### src/rtl/mem_to_apb_bridge.sv
// -----------------------------------------------------------------------------
// mem_to_apb_bridge
//
// Purpose:
//   Turns the word-oriented core request channel (req/gnt/rvalid) into single
//   APB3 transfers. Only one transfer is in flight at a time. Sub-word writes
//   are rejected without touching the bus, because APB3 has no write strobes.
//   A bus-hang timeout aborts an ACCESS phase whose slave never raises pready.
//
// Ports:
//   clk, rst          rising-edge clock, synchronous active-high reset
//   data_req_i        request valid
//   data_addr_i       byte address (low two bits dropped on the APB side)
//   data_we_i         1 = write, 0 = read
//   data_be_i         byte enables (writes must be full-word)
//   data_wdata_i      write data
//   data_gnt_o        request accepted this cycle (combinational)
//   data_rvalid_o     one-cycle response strobe per granted request
//   data_rdata_o      read data, valid with data_rvalid_o, 0 otherwise
//   data_err_o        error flag, valid with data_rvalid_o, 0 otherwise
//   paddr_o, pwdata_o, pwrite_o, psel_o, penable_o   APB master outputs
//   prdata_i, pready_i, pslverr_i                    APB master inputs
// -----------------------------------------------------------------------------
module mem_to_apb_bridge #(
    parameter int ADDR_WIDTH = 32,
    parameter int DATA_WIDTH = 32,
    parameter int TIMEOUT    = 256
) (
    input  logic                  clk,
    input  logic                  rst,

    input  logic                  data_req_i,
    input  logic [ADDR_WIDTH-1:0] data_addr_i,
    input  logic                  data_we_i,
    input  logic [3:0]            data_be_i,
    input  logic [DATA_WIDTH-1:0] data_wdata_i,
    output logic                  data_gnt_o,
    output logic                  data_rvalid_o,
    output logic [DATA_WIDTH-1:0] data_rdata_o,
    output logic                  data_err_o,

    output logic [ADDR_WIDTH-1:0] paddr_o,
    output logic [DATA_WIDTH-1:0] pwdata_o,
    output logic                  pwrite_o,
    output logic                  psel_o,
    output logic                  penable_o,
    input  logic [DATA_WIDTH-1:0] prdata_i,
    input  logic                  pready_i,
    input  logic                  pslverr_i
);

    typedef enum logic [1:0] {
        IDLE   = 2'd0,
        SETUP  = 2'd1,
        ACCESS = 2'd2,
        RESP   = 2'd3
    } state_t;

    // Counter wide enough to hold TIMEOUT-1; a 1-bit stub when the timeout
    // is disabled or trivially short.
    localparam int CNT_W = (TIMEOUT > 1) ? $clog2(TIMEOUT) : 1;
    localparam int CNT_LAST_INT = (TIMEOUT > 0) ? (TIMEOUT - 1) : 0;
    localparam logic [CNT_W-1:0] CNT_LAST = CNT_W'(CNT_LAST_INT);
    localparam logic [CNT_W-1:0] CNT_ONE  = CNT_W'(1);

    state_t                  state_r;
    state_t                  state_s;
    logic [CNT_W-1:0]        cnt_r;
    logic [CNT_W-1:0]        cnt_s;
    logic                    latch_s;
    logic [DATA_WIDTH-1:0]   rdata_s;
    logic                    err_s;

    logic [ADDR_WIDTH-1:0]   paddr_r;
    logic [DATA_WIDTH-1:0]   pwdata_r;
    logic                    pwrite_r;
    logic                    psel_r;
    logic                    penable_r;
    logic                    rvalid_r;
    logic [DATA_WIDTH-1:0]   rdata_r;
    logic                    err_r;

    // Byte offset bits are intentionally dropped: APB transfers are word-aligned.
    logic                    unused_addr_s;
    assign unused_addr_s = ^data_addr_i[1:0];

    // Grant only when idle; everything else holds the requester off.
    assign data_gnt_o = data_req_i && (state_r == IDLE);

    // Next-state, counter and response-capture logic.
    always_comb begin
        state_s = state_r;
        cnt_s   = cnt_r;
        latch_s = 1'b0;
        rdata_s = {DATA_WIDTH{1'b0}};
        err_s   = 1'b0;

        case (state_r)
            IDLE: begin
                if (data_req_i) begin
                    latch_s = 1'b1;
                    if (data_we_i && (data_be_i != 4'hF)) begin
                        // Partial write cannot be expressed on APB3: reject
                        // immediately without a bus cycle.
                        state_s = RESP;
                        err_s   = 1'b1;
                    end else begin
                        state_s = SETUP;
                        cnt_s   = {CNT_W{1'b0}};
                    end
                end else begin
                    state_s = IDLE;
                end
            end

            SETUP: begin
                state_s = ACCESS;
            end

            ACCESS: begin
                if (pready_i) begin
                    state_s = RESP;
                    rdata_s = pwrite_r ? {DATA_WIDTH{1'b0}} : prdata_i;
                    err_s   = pslverr_i;
                end else if ((TIMEOUT != 0) && (cnt_r == CNT_LAST)) begin
                    // Slave never answered: abort and report an error.
                    state_s = RESP;
                    err_s   = 1'b1;
                end else begin
                    state_s = ACCESS;
                    cnt_s   = cnt_r + CNT_ONE;
                end
            end

            RESP: begin
                state_s = IDLE;
            end

            default: begin
                state_s = IDLE;
            end
        endcase
    end

    // State, counter and registered bus/response outputs.
    always_ff @(posedge clk) begin
        if (rst) begin
            state_r   <= IDLE;
            cnt_r     <= {CNT_W{1'b0}};
            paddr_r   <= {ADDR_WIDTH{1'b0}};
            pwdata_r  <= {DATA_WIDTH{1'b0}};
            pwrite_r  <= 1'b0;
            psel_r    <= 1'b0;
            penable_r <= 1'b0;
            rvalid_r  <= 1'b0;
            rdata_r   <= {DATA_WIDTH{1'b0}};
            err_r     <= 1'b0;
        end else begin
            state_r   <= state_s;
            cnt_r     <= cnt_s;
            // Request fields are captured only on grant so they stay stable
            // from SETUP through the end of ACCESS.
            if (latch_s) begin
                paddr_r  <= {data_addr_i[ADDR_WIDTH-1:2], 2'b00};
                pwdata_r <= data_wdata_i;
                pwrite_r <= data_we_i;
            end else begin
                paddr_r  <= paddr_r;
                pwdata_r <= pwdata_r;
                pwrite_r <= pwrite_r;
            end
            // Bus controls are decoded from the next state so they are glitch-free
            // registers aligned with the state they describe.
            psel_r    <= (state_s == SETUP) || (state_s == ACCESS);
            penable_r <= (state_s == ACCESS);
            rvalid_r  <= (state_s == RESP);
            rdata_r   <= rdata_s;
            err_r     <= err_s;
        end
    end

    assign paddr_o       = paddr_r;
    assign pwdata_o      = pwdata_r;
    assign pwrite_o      = pwrite_r;
    assign psel_o        = psel_r;
    assign penable_o     = penable_r;
    assign data_rvalid_o = rvalid_r;
    assign data_rdata_o  = rdata_r;
    assign data_err_o    = err_r;

endmodule

### config.mk
export PLATFORM = sky130hd
export DESIGN_NAME = mem_to_apb_bridge
export DESIGN_NICKNAME = d
export VERILOG_FILES = /design/src/rtl/mem_to_apb_bridge.sv
export SDC_FILE = /design/constraint.sdc
export NUM_CORES = 1
export LEC_CHECK = 0
export CAP_MARGIN = 15
export CORE_ASPECT_RATIO = 1.2
export CORE_MARGIN = 2
export CORE_UTILIZATION = 35
export DETAILED_ROUTE_END_ITERATION = 6
export GPL_TIMING_DRIVEN = 1
export PLACE_DENSITY = 0.76
export SYNTH_ARGS = -nofsm -noshare
export SYNTH_HDL_FRONTEND = slang
export SYNTH_SLANG_ARGS = --single-unit
### constraint.sdc
create_clock -name clk -period 1.7 [get_ports clk]
set_input_delay 0.425 -clock clk [delete_from_list [all_inputs] [get_ports clk]]
set_output_delay 0.425 -clock clk [all_outputs]
set_load 0.005 [all_outputs]
==> results.cfg <==
[critical_path]
cp-end-kind = register
crit_arrival_ps = 1940
path_class = in2reg
critPathRequiredTime_ps = 1980
startpoint_type = primary input
cp_max_fo = 3

[drt]
viasPerCell = 4.69
first_pass_iters = 4
route.detailed.drc = 0
drt-total-wl_um = 10500
vias = 3615
wl_per_cell_um = 13.7
antenna_left = 0
drtIter0Drc = 112

[synthesis]
muxShareOfSynthArea_pct = 0.560
synth_edf_count = 0
synthCells = 428
synth_seq_cells = 109
synth_cell_type_count = 39
synth-main-ff-cell = dfxtp_1
syn_area_um2 = 3800
syn-mean-instance-area_um2 = 8.88
synth_top_family_by_area = simple AND/OR/NAND/NOR gates
yosysWarnings = 0
synth_xor_area_share_pct = 0
synth_compound_area_share_pct = 13.2
synthAdderAreaFrac_pct = 1.98
ys_seq_area_share_pct = 57.4
synth-simple-area-share_pct = 22.7
async_flop_share_pct = 0

[die]
core-area_um2 = 10600
ioPinCount = 208
dieHeight_um = 118
row_count = 41
dieArea_um2 = 11700
start_util_pct = 35.9
die_w_um = 99.1

[cells_and_area]
drive_gt1_share_pct = 9.83
fin_util_pct = 60.8
fill_cells = 896
seq_area_um2 = 2190
num_antenna_cells = 0
multiInputGateArea_um2 = 1560
syn2layout_area_growth_pct = 69.2
fin_area_um2 = 6430
final_nets = 748

[clock_tree]
htree_levels = 3
cts_tree = done
root_buffer = clkbuf_16
clkTransAtPathRegs_ps = 70
cts.sinks = 109
worstSkewPairLatency_ps = 340
cts_buffers = 9
clock_path_buffers = 2

[placed_design]
hpwl_um = 7800
port_buffers = 203
placed_area_um2 = 6020
gp_congestion = 0.758

[hold_path]
hold_class = in2reg

[timing]
setup-violations-final = 0
post-route-period-util_pct = 97.8
whs_ps = 389
clock.fmax_ghz = 0.602
drv_slew = 0
period_needed_ps = 1660
tns_ps = 0
skew_ps = 4.89
rsz0062_at_grt = true
hold_viol = 0

[power]
p_leak_nw = 2.46
max-vdd-ir-drop_mv = 0.504
p_per_area_nw_per_um2 = 871

[grt]
first_global_vias = 3548
grt_pass1_wl_um = 16400
grt_overflow_total = 0
antenna_found_initial = 0
grt.total_usage_pct = 17.2
grtUsageMet2_pct = 30.6
grt.met1_usage_pct = 18.4
grt_max_degree = 64
busiest_layer = met2
use_met3_pct = 6.71

[run_status]
outcome = finished clean

[run]
max_cap_violations = 0
-- cells by family after synthesis --
| logic type | count (synthesis) |
|---|---|
| simple gates | 189 |
| flops | 109 |
| compound gates | 85 |
| buf+inv | 36 |
| fa+ha+maj | 6 |
| mux | 2 |
| other cells | 1 |
-- where the power goes --
part	internal, mW	switching [mW]
clock network	1.04	0.895
registers	2.68	0.0601
logic	0.558	0.371
total	4.27	1.33
-- synthesized netlist by cell type (all sizes together), types with 2 or more instances --
| cell type | number | share of area (%) |
|---|---|---|
| a21oi | 64 | 8.4 |
| buf | 19 | 2.4 |
| clkbuf | 9 | 0.89 |
| dfxtp | 109 | 57 |
| o32ai | 3 | 0.69 |
| nand3 | 3 | 0.53 |
| o21ai | 2 | 0.36 |
| o41ai | 3 | 0.69 |
| nor2 | 3 | 0.30 |
| inv | 8 | 0.79 |
| and2 | 36 | 5.9 |
| nand4 | 6 | 1.2 |
| nand2 | 131 | 13 |
| a211oi | 3 | 0.59 |
| or2 | 2 | 0.33 |
| o31ai | 2 | 0.40 |
| and3 | 2 | 0.33 |
| ha | 6 | 2.0 |
| o311ai | 3 | 0.69 |
| nor2b | 3 | 0.49 |
-- placed cells by master, fill, tap and decap left out, types with 3 or more instances in the layout --
cell type,Yosys,final
nor2b_1,3,3
clkbuf_16,0,9
nor2_1,3,3
dfxtp_1,109,106
buf_4,2,17
nand2_1,130,129
nand4_1,5,5
inv_1,7,5
and2_1,36,36
clkdlybuf4s50_1,0,197
o32ai_1,3,3
ha_1,6,4
a21oi_1,64,64
buf_6,0,3
dfxtp_2,0,3
-- flip-flops by register name (all words and copies together) (netlist names) --
name and count:
data_err_o 1, state_r 2, paddr_o 30, pwrite_o 1, cnt_r 8, penable_o 1, data_rdata_o 32, psel_o 1
pwdata_o 32, data_rvalid_o 1
-- per-layer routing --
| layer | up-vias | part of all wire (%) |
|---|---|---|
| li1 | 1812 | - |
| met1 | 1631 | 40 |
| met2 | 155 | 49 |
| met3 | 17 | 9.7 |
| met4 | 0 | 1.9 |
| met5 | - | 0 |
-- worst max-delay path, cell delays in order --
cell and delay (ps):
clkdlybuf4s50_1 450, nand4_1 160, and3_1 250, mux2_2 290, ha_1 280, nor2_1 90
-- path summary, 6_finish.rpt --
check	from	endpoint	cells after the start	slack, ps
setup / recovery	data_be_i[3]	psel_o	6	40
setup reg to reg	state_r[1]	cnt_r[6]	7	80
hold reg to reg	pwdata_o[31]	pwdata_o[31]	2	450
hold / removal	rst	pwrite_o	2	390
-- metrics by stage --
| stage | setup WS, ps | cells | power (mW) |
|---|---|---|---|
| 2_1_floorplan | 103 | 429 | 3.11 |
| 3_3_place_gp | -381 | 751 | 3.67 |
| 3_5_place_dp | -397 | 751 | 3.69 |
| 4_1_cts | 15.0 | 768 | 5.66 |
| 5_1_grt | -10.6 | 770 | 5.87 |
| 6_report | 38.2 | 770 | 5.60 |
-- cell type report --
class | instances | share of cell area (%)
well taps | 129 | 2.51
clock buffers | 11 | 3.78
repair buffers | 224 | 34.3
clock inverters | 5 | 0.545
multi-input cells | 284 | 24.3
flip-flops and latches | 109 | 34.0
inverters | 8 | 0.506
-- what timing repair did --
action / 4_1_cts / 5_1_grt
hold buffers: 0 / 0
setup endpoints to repair: 6 / 20
resized for setup: 13 / 20
cloned: 0 / 0
buffers inserted: 1 / 2
pin swaps: 3 / 6
Power figures use the tool's default switching activity.
